<file path="src/rtl/mcu_gpio_pkg.sv">
// Shared bit positions, FSM states and response layout for the MCU GPIO register bridge.
package mcu_gpio_pkg;

  localparam int kReqToggleBit = 31;
  localparam int kWrBit        = 30;
  localparam int kAddrLsb      = 16;
  localparam int kDataLsb      = 0;
  localparam int kAckToggleBit = 31;
  localparam int kErrBit       = 30;
  localparam int kCountLsb     = 22;

  typedef enum logic [1:0] {
    IDLE    = 2'd0,
    ISSUE   = 2'd1,
    WAIT_RD = 2'd2,
    RESPOND = 2'd3
  } bridge_state_t;

  typedef struct packed {
    logic        ack_toggle;
    logic        err;
    logic [7:0]  count;
    logic [15:0] data;
  } resp_word_t;

  // Places the response fields into the 32-bit GPIO input word; unused bits read as zero.
  function automatic logic [31:0] pack_resp(input resp_word_t r);
    logic [31:0] w;
    w                  = 32'd0;
    w[kAckToggleBit]   = r.ack_toggle;
    w[kErrBit]         = r.err;
    w[kCountLsb +: 8]  = r.count;
    w[15:0]            = r.data;
    return w;
  endfunction

endpackage

</file>
<file path="src/rtl/mcu_toggle_edge.sv">
// Registers the MCU command word and flags a pending command when ReqToggle differs from the last
// serviced value. Priming waits for the first post-reset sample so a held toggle is never a request.
module mcu_toggle_edge
  import mcu_gpio_pkg::*;
(
  input  logic        SysClk,
  input  logic        aSysRst,
  input  logic [31:0] sMcuOutputControl,
  input  logic        accept_s,
  output logic [31:0] cmd_q_r,
  output logic        pending_s
);

  logic sample_valid_r;
  logic primed_r;
  logic prev_toggle_r;

  // Input register, priming and tracking of the last accepted toggle
  always_ff @(posedge SysClk or posedge aSysRst) begin
    if (aSysRst) begin
      cmd_q_r        <= 32'd0;
      sample_valid_r <= 1'b0;
      primed_r       <= 1'b0;
      prev_toggle_r  <= 1'b0;
    end else begin
      cmd_q_r        <= sMcuOutputControl;
      sample_valid_r <= 1'b1;
      if (sample_valid_r && !primed_r) begin
        prev_toggle_r <= cmd_q_r[kReqToggleBit];
        primed_r      <= 1'b1;
      end else if (accept_s) begin
        prev_toggle_r <= cmd_q_r[kReqToggleBit];
      end
    end
  end

  assign pending_s = primed_r && (cmd_q_r[kReqToggleBit] != prev_toggle_r);

endmodule

</file>
<file path="src/rtl/mcu_gpio_reg_bridge.sv">
// Bridges toggle-handshaked MCU GPIO commands to single-cycle register-bus strobes and responses.
// Optional read-response timeout: define MCU_REG_TIMEOUT_EN.
module mcu_gpio_reg_bridge
  import mcu_gpio_pkg::*;
#(
  parameter int kAddrWidth     = 8,
  parameter int kDataWidth     = 16,
  parameter int kTimeoutCycles = 1024
) (
  input  logic                  SysClk,
  input  logic                  aSysRst,
  input  logic [31:0]           sMcuOutputControl,
  output logic [31:0]           sMcuInputControl,
  output logic [kAddrWidth-1:0] sRegAddr,
  output logic                  sRegWrEn,
  output logic [kDataWidth-1:0] sRegWrData,
  output logic                  sRegRdEn,
  input  logic [kDataWidth-1:0] sRegRdData,
  input  logic                  sRegRdValid,
  output logic                  sBusy
);

  logic [31:0]           cmd_q_s;
  logic                  pending_s;
  logic                  accept_s;
  logic                  rd_done_s;
  logic                  timeout_s;
  logic                  unused_cmd_s;
  bridge_state_t         state_r;
  bridge_state_t         state_next_s;
  logic                  wr_r;
  logic [kAddrWidth-1:0] addr_r;
  logic [kDataWidth-1:0] wr_data_r;
  logic [kDataWidth-1:0] rd_data_r;
  logic [15:0]           rd_data_ext_s;
  logic                  err_r;
  logic                  wr_en_r;
  logic                  rd_en_r;
  logic                  busy_r;
  resp_word_t            resp_r;

  mcu_toggle_edge u_toggle_edge (
    .SysClk            (SysClk),
    .aSysRst           (aSysRst),
    .sMcuOutputControl (sMcuOutputControl),
    .accept_s          (accept_s),
    .cmd_q_r           (cmd_q_s),
    .pending_s         (pending_s)
  );

  // Address bits above kAddrWidth and data bits above kDataWidth are don't-care.
  assign unused_cmd_s = ^cmd_q_s;

`ifdef MCU_REG_TIMEOUT_EN
  localparam int kTmoWidth = (kTimeoutCycles > 1) ? $clog2(kTimeoutCycles) : 1;
  logic [kTmoWidth-1:0] tmo_cnt_r;

  // Read-response watchdog, held clear outside WAIT_RD so it restarts on every entry
  always_ff @(posedge SysClk or posedge aSysRst) begin
    if (aSysRst) begin
      tmo_cnt_r <= {kTmoWidth{1'b0}};
    end else if (state_r == WAIT_RD) begin
      tmo_cnt_r <= tmo_cnt_r + kTmoWidth'(1);
    end else begin
      tmo_cnt_r <= {kTmoWidth{1'b0}};
    end
  end

  assign timeout_s = (state_r == WAIT_RD) && (tmo_cnt_r == kTmoWidth'(kTimeoutCycles - 1));
`else
  logic [31:0] unused_tmo_s;
  assign unused_tmo_s = 32'(kTimeoutCycles);
  assign timeout_s    = 1'b0;
`endif

  // Next-state decode; valid read data takes priority over a simultaneous timeout
  always_comb begin
    state_next_s = state_r;
    accept_s     = 1'b0;
    rd_done_s    = 1'b0;
    case (state_r)
      IDLE: begin
        if (pending_s) begin
          accept_s     = 1'b1;
          state_next_s = ISSUE;
        end else begin
          state_next_s = IDLE;
        end
      end
      ISSUE: begin
        if (wr_r) begin
          state_next_s = RESPOND;
        end else begin
          state_next_s = WAIT_RD;
        end
      end
      WAIT_RD: begin
        if (sRegRdValid) begin
          rd_done_s    = 1'b1;
          state_next_s = RESPOND;
        end else if (timeout_s) begin
          state_next_s = RESPOND;
        end else begin
          state_next_s = WAIT_RD;
        end
      end
      RESPOND: state_next_s = IDLE;
      default: state_next_s = IDLE;
    endcase
  end

  // Zero-extend read data into the 16-bit response field
  always_comb begin
    rd_data_ext_s                   = 16'd0;
    rd_data_ext_s[kDataWidth-1:0]   = rd_data_r;
  end

  // FSM state, command latch, bus strobes and response word
  always_ff @(posedge SysClk or posedge aSysRst) begin
    if (aSysRst) begin
      state_r   <= IDLE;
      busy_r    <= 1'b0;
      wr_r      <= 1'b0;
      addr_r    <= {kAddrWidth{1'b0}};
      wr_data_r <= {kDataWidth{1'b0}};
      rd_data_r <= {kDataWidth{1'b0}};
      err_r     <= 1'b0;
      wr_en_r   <= 1'b0;
      rd_en_r   <= 1'b0;
      resp_r    <= '{ack_toggle: 1'b0, err: 1'b0, count: 8'd0, data: 16'd0};
    end else begin
      state_r <= state_next_s;
      busy_r  <= (state_next_s != IDLE);
      wr_en_r <= (state_r == ISSUE) && wr_r;
      rd_en_r <= (state_r == ISSUE) && !wr_r;
      if (accept_s) begin
        wr_r      <= cmd_q_s[kWrBit];
        addr_r    <= cmd_q_s[kAddrLsb +: kAddrWidth];
        wr_data_r <= cmd_q_s[kDataLsb +: kDataWidth];
        err_r     <= 1'b0;
      end
      if (rd_done_s) begin
        rd_data_r <= sRegRdData;
        err_r     <= 1'b0;
      end else if (timeout_s) begin
        rd_data_r <= {kDataWidth{1'b1}};
        err_r     <= 1'b1;
      end
      if (state_r == RESPOND) begin
        resp_r.ack_toggle <= ~resp_r.ack_toggle;
        resp_r.err        <= err_r;
        resp_r.count      <= resp_r.count + 8'd1;
        if (!wr_r) begin
          resp_r.data <= rd_data_ext_s;
        end
      end
    end
  end

  assign sMcuInputControl = pack_resp(resp_r);
  assign sRegAddr         = addr_r;
  assign sRegWrEn         = wr_en_r;
  assign sRegWrData       = wr_data_r;
  assign sRegRdEn         = rd_en_r;
  assign sBusy            = busy_r;

endmodule

</file>
<file path="config.mk">
export PLATFORM = sky130hd
export DESIGN_NAME = mcu_gpio_reg_bridge
export DESIGN_NICKNAME = d
export VERILOG_FILES = /design/src/rtl/mcu_gpio_pkg.sv /design/src/rtl/mcu_toggle_edge.sv /design/src/rtl/mcu_gpio_reg_bridge.sv
export SDC_FILE = /design/constraint.sdc
export NUM_CORES = 1
export LEC_CHECK = 0
export CORE_ASPECT_RATIO = 0.5
export CORE_MARGIN = 4
export CORE_UTILIZATION = 50
export DETAILED_ROUTE_END_ITERATION = 8
export PLACE_DENSITY_LB_ADDON = 0.15
export SLEW_MARGIN = 20
export SYNTH_ARGS = -nofsm -noshare
export SYNTH_HDL_FRONTEND = slang
export SYNTH_SLANG_ARGS = --single-unit
export TNS_END_PERCENT = 1
</file>
<file path="constraint.sdc">
create_clock -name SysClk -period 6.2 [get_ports SysClk]
set_input_delay 0.93 -clock SysClk [delete_from_list [all_inputs] [get_ports SysClk]]
set_output_delay 0.93 -clock SysClk [all_outputs]
set_load 0.01 [all_outputs]
</file>
==> impl_summary.log, run 1 <==
[metrics] latest clock arrival within the worst-skew pair: around 330 ps
[metrics] Top FF cell, synth: dfrtp_1
[metrics] DR WL/cell: roughly 16 microns
[metrics] worst vdd rail ir drop: roughly 230 uV
[metrics] Hold Startpoint: sMcuInputControl[31]
[metrics] Largest delay share family, worst path: buffers and inverters
[metrics] number of endpoints failing setup at the final stage: 0
[metrics] GRT Total Usage: 0.169
[metrics] crit path launch type: flip-flop
[metrics] number of flip-flops and latches in the synthesized netlist: 100
[metrics] final design area excluding fillers: around 0.0049 sq mm
[metrics] WHS Endpoint: sMcuInputControl[31]
[metrics] syn avg cell area: 17.1 sq um
[metrics] # diodes: 0
[metrics] total power density per cell area: ~510 mW/mm^2
[metrics] number of resized instances in the post-cts repair step: 0
[metrics] cells on worst reg2reg path: 5
[metrics] clock tree from TritonCTS: built
[metrics] unrepaired setup endpoints after global routing: false
[metrics] die outline area: 0.00878 sq mm
[metrics] maximum count of clock buffers along a single path: 2
[metrics] number of instances in the synthesized netlist: around 210
[metrics] CTS clock-pin slew for the worst setup and hold paths: around 60 ps
[metrics] count of TritonRoute iterations in the first routing pass: 3
[metrics] via count of the first global-routing pass: roughly 2200
[metrics] terminus of the critical flop-to-flop path: sRegWrData[15]
[metrics] Post-CTS Hold Buffers: 0
[metrics] setup_tns: 0 ps
[metrics] global route overflow: 0
[metrics] Maximum Capacitance Violations: 0
[metrics] share of flip-flops with an asynchronous set or reset after synthesis: 1.00
[metrics] wire length of the first global-routing pass: 11000 microns
[metrics] Placed Cells incl. Taps: between 300 and 400
[metrics] number of core rows: 21
[metrics] antenna violations before repair: 0
[metrics] launch point of the worst reg-to-reg path: state_r[0]
[metrics] Unique masters post-synth: 22
[metrics] floorplan die height: between 60 and 70 microns
[metrics] PnR Total Power: approximately 2.5 mW
[metrics] parity-gate share of the synthesized area counting xor and xnor cells: 0.0217
[metrics] remaining number of nets flagged by the antenna check after routing: 0
[metrics] WHS Path Cells: 1
[metrics] Final Instance Count excl. Fillers: roughly 410
[metrics] number of DRC violations after detailed-routing iteration 0: 52
[metrics] maximum clock rate: around 440 MHz
[metrics] area of the core region: slightly below 0.007 sq mm
[metrics] delay of the slowest critical-path stage: between 500 and 600 ps
[metrics] standard cell area after detailed placement: between 0.004 and 0.005 sq mm
[metrics] simple-gate portion of the synthesized area: 0.0265
[metrics] end-of-flow core utilization: 0.720
[metrics] slew of the pin with the lowest slew margin: ~960 ps
[metrics] synth-to-layout area growth: 35.8%
[metrics] kind of path behind the tightest hold check: flip-flop to flip-flop
[metrics] slowest stage cell, crit path: clkdlybuf4s50_1
[metrics] final worst-path setup slack: about 3900 ps
[metrics] final HPWL from detailed placement: roughly 4500 microns
[metrics] crit path cell chain: clkdlybuf4s50_1
[metrics] Tcrit/Tclk final: 0.363
[metrics] compound-cell area share of the yosys netlist: 0.00379
[metrics] wirelength, routed: 6630 microns
[metrics] CTS Sinks: 100
[metrics] final critical-path required period: between 2000 and 2500 ps
[metrics] area occupied by registers: 0.00250 sq mm
[metrics] Yosys Warn Count: 0
[metrics] proportion of synthesized area in mux cells: 0.206
[metrics] Max Fanout on Critical Path: 5
[metrics] sequential cell area fraction in the yosys report: 0.688
[metrics] netlist area before placement: 0.00363 sq mm
[metrics] maximum number of pins on one net before global-route repair: 63
[metrics] root cell of the clock tree: clkbuf_16
[metrics] number of buffers added on ports: 96
[metrics] pre-CTS setup slack: ~3700 ps
[metrics] number of top-level design ports: 110
[metrics] skew final: about 3.6 ps
[metrics] share of cells above drive strength 1: 0.244
[metrics] combinational family with the most area after synthesis: multiplexers
[metrics] Die X-Extent: about 130 microns
[metrics] number of buffers inserted by post-CTS setup repair: 0
[metrics] Worst Setup Path Type: flip-flop to output port
[metrics] final weighted congestion of routability-driven global placement: between 0.7 and 0.8
[metrics] setup slack of the worst register-to-register path: between 4000 and 5000 ps
[metrics] Starting Density: 0.530
[metrics] critical path capture point type: output port
[metrics] DRC: 0
[metrics] fraction of the mapped netlist area in adder cells: 0.0207
[metrics] standby leakage power: between 2 and 2.5 nW
[metrics] number of vias after detailed routing: about 2000
[metrics] final hold viol count: 0
[metrics] cts bufs inserted: 9
[metrics] buffer and inverter count on the worst path: 1
[metrics] Slew Viols, Final: 0
[metrics] Critical Path AT: between 1000 and 1500 ps
[metrics] area of the multi-input gates: 0.00104 sq mm
[metrics] worst hold-check slack: between 400 and 500 ps
[metrics] post-DR vias/cell: between 4 and 5
[metrics] count of flip-flops with a built-in enable after synthesis: 0
[metrics] run status: complete, no violations
[metrics] # H-tree levels: 3
[metrics] count of filler cells inserted in the layout: roughly 440
[metrics] fin nets: 370
[metrics] worst rel slew slack: 0.361
[metrics] Required @ worst endpoint: about 5300 ps
[placed cells by master, fill, tap and decap left out, types with 2 or more instances in the layout]
cell,n
clkdlybuf4s50_1,96
conb_1,8
clkbuf_8,2
mux2_2,39
xor2_1,2
nand4_1,3
and3_1,2
or2_2,2
inv_1,2
clkbuf_16,9
nand2_1,6
xnor2_1,7
ha_1,6
dfrtp_1,100
mux2_4,20
[final cells by class]
class | count | area share
clock buffer | 12 | 0.0520
tap | 92 | 0.0233
clock inverter | 2 | 0.00710
timing repair buffer | 97 | 0.196
sequential | 100 | 0.507
multi-input combinational | 102 | 0.211
inverter | 3 | 0.00279
[power breakdown]
part / total, mW / leakage (nW) / switching, mW / internal [mW]
clock network: 0.543 / 0.145 / 0.214 / 0.329
registers: 1.02 / 1.19 / 0.132 / 0.891
logic: 0.936 / 0.848 / 0.340 / 0.595
total: 2.50 / 2.18 / 0.686 / 1.82
[Yosys cell counts (3+ instances only)]
| master | number | area (sq um) |
|---|---|---|
| dfrtp_1 | 100 | 2500 |
| mux2_2 | 39 | 439 |
| mux2_4 | 20 | 300 |
| buf_4 | 9 | 67.6 |
| xnor2_1 | 7 | 61.3 |
| ha_1 | 6 | 75.1 |
| nand2_1 | 6 | 22.5 |
| inv_1 | 3 | 11.3 |
| nand4_1 | 3 | 18.8 |
[worst max-delay path by stage]
stage                                end  cells after the start                 start  slack (ps)
detailed placement      rd_data_ext_s[6]                      3               aSysRst        3680
global placement       rd_data_ext_s[10]                      3               aSysRst        3740
CTS                 sMcuInputControl[24]                      1  sMcuInputControl[24]        3920
global route            rd_data_ext_s[6]                      3               aSysRst        3850
finish              sMcuInputControl[24]                      1  sMcuInputControl[24]        3950
floorplan               rd_data_ext_s[0]                      1               aSysRst        2650
[routing by layer]
layer	global-route usage	part of all wire	up-vias
met4	0.0550	0.011	0
li1	-	-	896
met5	0	0	-
met2	0.296	0.51	62
met3	0.0795	0.081	7
met1	0.186	0.40	1019
[logic make-up after synthesis]
family | count (synthesis)
AND/OR/NAND/NOR | 17
AO/OA/AOI/OAI | 2
adder cells (fa/ha/maj) | 6
multiplexers | 60
XOR/XNOR | 9
other | 2
flip-flops | 100
buffers and inverters | 16
[sequential cells by signal, indices dropped and copies added (netlist names)]
signal	count
rd_data_ext_s	16
sBusy	1
sMcuInputControl	25
sRegAddr	8
sRegRdEn	1
sRegWrData	16
sRegWrEn	1
state_r	2
u_toggle_edge.cmd_q_r	26
u_toggle_edge.prev_toggle_r	1
u_toggle_edge.primed_r	1
u_toggle_edge.sample_valid_r	1
wr_r	1
No activity file was read; power rests on OpenSTA's default activity.
==> run 2, diff against run 1 <==
--- a/config.mk
+++ b/config.mk
@@ -7,7 +7,7 @@
 export LEC_CHECK = 0
 export CORE_ASPECT_RATIO = 0.5
 export CORE_MARGIN = 4
-export CORE_UTILIZATION = 50
+export CORE_UTILIZATION = 46
 export DETAILED_ROUTE_END_ITERATION = 8
 export PLACE_DENSITY_LB_ADDON = 0.15
 export SLEW_MARGIN = 20
==> constraint.sdc (replaced) <==
create_clock -name SysClk -period 2.1 [get_ports SysClk]
set_input_delay 0.315 -clock SysClk [delete_from_list [all_inputs] [get_ports SysClk]]
set_output_delay 0.315 -clock SysClk [all_outputs]
set_load 0.01 [all_outputs]
==> impl_summary.log, run 2 (synthesis gave the netlist of run 1 again) <==
[metrics] area occupied by registers: 0.00250 sq mm (unchanged)
[metrics] standby leakage power: 2.23 nW (+2.1%)
[metrics] slew of the pin with the lowest slew margin: 504 ps (-452 ps)
[metrics] number of resized instances in the post-cts repair step: 0 (unchanged)
[metrics] remaining number of nets flagged by the antenna check after routing: 0 (unchanged)
[metrics] delay of the slowest critical-path stage: 400 ps (-180 ps)
[metrics] maximum count of clock buffers along a single path: 2 (unchanged)
[metrics] CTS clock-pin slew for the worst setup and hold paths: 60 ps (about the same)
[metrics] worst hold-check slack: 368 ps (-104 ps)
[metrics] worst rel slew slack: 0.663 (+0.302)
[metrics] wirelength, routed: 6420 microns (-3.1%)
[metrics] crit path cell chain: inv_1 -> ha_1 -> nand2_1 -> nor2_4 -> buf_12 -> mux2_2
[metrics] PnR Total Power: 7.59 mW (+200%)
[metrics] worst vdd rail ir drop: 740 uV (+230%)
[metrics] cells on worst reg2reg path: 6 (+1)
[metrics] maximum clock rate: 610 MHz
[metrics] latest clock arrival within the worst-skew pair: 330 ps (about the same)
[metrics] Post-CTS Hold Buffers: 0 (unchanged)
[metrics] number of core rows: 22 (+4.8%)
[metrics] area of the multi-input gates: 0.00104 sq mm (unchanged)
[metrics] end-of-flow core utilization: 0.678 (-0.0416)
[metrics] number of endpoints failing setup at the final stage: 0 (unchanged)
[metrics] DR WL/cell: 14.9 microns (-8.3%)
[metrics] final critical-path required period: around 1600 ps
[metrics] number of vias after detailed routing: 1987 (+0.15%)
[metrics] Slew Viols, Final: 0 (unchanged)
[metrics] number of buffers inserted by post-CTS setup repair: 0 (unchanged)
[metrics] Starting Density: 0.485 (-0.0446)
[metrics] max FFs per register: 26 (unchanged)
[metrics] skew final: 6.07 ps (+2.47 ps)
[metrics] Die X-Extent: 134 microns (+4.0%)
[metrics] standard cell area after detailed placement: 0.00474 sq mm (+2.1%)
[metrics] clock tree from TritonCTS: built
[metrics] run status: complete, no violations
[metrics] synth-to-layout area growth: 39.7%
[metrics] floorplan die height: 70.9 microns (+3.8%)
[metrics] count of TritonRoute iterations in the first routing pass: 4 (+1)
[metrics] launch point of the worst path: state_r[1]
[metrics] Worst Setup Path Type: flip-flop to flip-flop
[metrics] CTS Sinks: 100 (unchanged)
[metrics] fin nets: 375 (+1.4%)
[metrics] global route overflow: 0 (unchanged)
[metrics] # diodes: 0 (unchanged)
[metrics] Max Fanout on Critical Path: 25 (+20)
[metrics] number of top-level design ports: 110 (unchanged)
[metrics] number of buffers added on ports: 96 (unchanged)
[metrics] number of DRC violations after detailed-routing iteration 0: 41 (-21%)
[metrics] unrepaired setup endpoints after global routing: false
[metrics] cts bufs inserted: 9 (unchanged)
[metrics] final HPWL from detailed placement: 4530 microns (+0.85%)
[metrics] setup slack of the worst register-to-register path: 460 ps (-3650 ps)
[metrics] Tcrit/Tclk final: 0.780
[metrics] wire length of the first global-routing pass: 10800 microns (-1.2%)
[metrics] final weighted congestion of routability-driven global placement: 0.771 (+2.3%)
[metrics] setup_tns: 0 ps (unchanged)
[metrics] slowest stage cell, crit path: dfrtp_1
[metrics] total power density per cell area: 1500 mW/mm^2 (+200%)
[metrics] via count of the first global-routing pass: 2206 (+2.1%)
[metrics] count of filler cells inserted in the layout: 535 (+23%)
[metrics] critical path capture point type: flip-flop
[metrics] die outline area: 0.00947 sq mm (+7.9%)
[metrics] GRT Total Usage: 0.147 (-0.0213)
[metrics] final hold viol count: 0 (unchanged)
[metrics] crit path launch type: flip-flop
[metrics] Required @ worst endpoint: 2320 ps (-2950 ps)
[metrics] DRC: 0 (unchanged)
[metrics] area of the core region: 0.00749 sq mm (+9.2%)
[metrics] antenna violations before repair: 0 (unchanged)
[metrics] maximum number of pins on one net before global-route repair: 38 (-40%)
[metrics] kind of path behind the tightest hold check: primary input to asynchronous set/reset pin
[metrics] root cell of the clock tree: clkbuf_16
[metrics] highest-count cells in the layout ignoring fill and taps: dfrtp_1, clkdlybuf4s50_1, mux2_2
[metrics] final design area excluding fillers: 0.00508 sq mm (+2.9%)
[metrics] Top reg by flops: u_toggle_edge.cmd_q_r
[metrics] Maximum Capacitance Violations: 0 (unchanged)
[metrics] most common cell after layout, fill and taps aside: dfrtp_1
[metrics] # H-tree levels: 3 (unchanged)
[metrics] share of cells above drive strength 1: 0.263 (+0.0195)
[metrics] launch point of the worst reg-to-reg path: state_r[1]
[metrics] post-DR vias/cell: 4.61 (-5.2%)
[metrics] Critical Path AT: 1860 ps (+540 ps)
[run 2: cell types whose count changed in the layout (fill, tap and decap cells not counted), sizes merged]
cell | before | now
clkinvlp | 0 | 3
clkbuf | 12 | 11
bufinv | 1 | 2
inv | 3 | 2
buf | 1 | 6
[run 2: worst max-delay path, delay by kind of cell (launching register included)]
| family | cells | cell delay [ps] |
|---|---|---|
| AND/OR/NAND/NOR | 2 | 210 |
| adder cells (fa/ha/maj) | 1 | 200 |
| buffers and inverters | 2 | 340 |
| flip-flops | 1 | 400 |
| multiplexers | 1 | 360 |
[run 2: path summary, 6_finish.rpt]
path	to
min in group SysClk	u_toggle_edge.cmd_q_r[31]
max in group asynchronous	sRegWrData[9]
worst max-delay path	sRegAddr[5]
worst max register to register	sRegAddr[5]
worst min register to register	sMcuInputControl[31]
worst min-delay path	sMcuInputControl[31]
[run 2: cell type report]
| type | count | share of cell area |
|---|---|---|
| sequential | 100 | 0.493 |
| inverter | 3 | 0.00296 |
| multi-input combinational | 102 | 0.206 |
| clock buffer | 11 | 0.0498 |
| tap | 108 | 0.0266 |
| timing repair buffer | 102 | 0.206 |
| clock inverter | 5 | 0.0165 |
[run 2: layer usage]
| metal | wire length (microns) | share of wire | vias to the layer above | GRT usage |
|---|---|---|---|---|
| li1 | - | - | 903 | - |
| met1 | 2830 | 0.44 | 1010 | 0.178 |
| met2 | 3080 | 0.48 | 65 | 0.245 |
| met3 | 437 | 0.068 | 9 | 0.0625 |
| met4 | 69 | 0.011 | 0 | 0.0445 |
| met5 | 0 | 0 | - | 0 |
[run 2: where the power goes]
group          switching (mW)  internal, mW
registers               0.383          2.63
logic                   0.993          1.80
clock network           0.674          1.11
[run 2: through the flow]
step                      std cells  setup slack, ps
after global placement          415              540
final                           431              462
after global routing            431              361
after floorplan                 218              535
after detailed placement        415              469
after CTS                       431              446
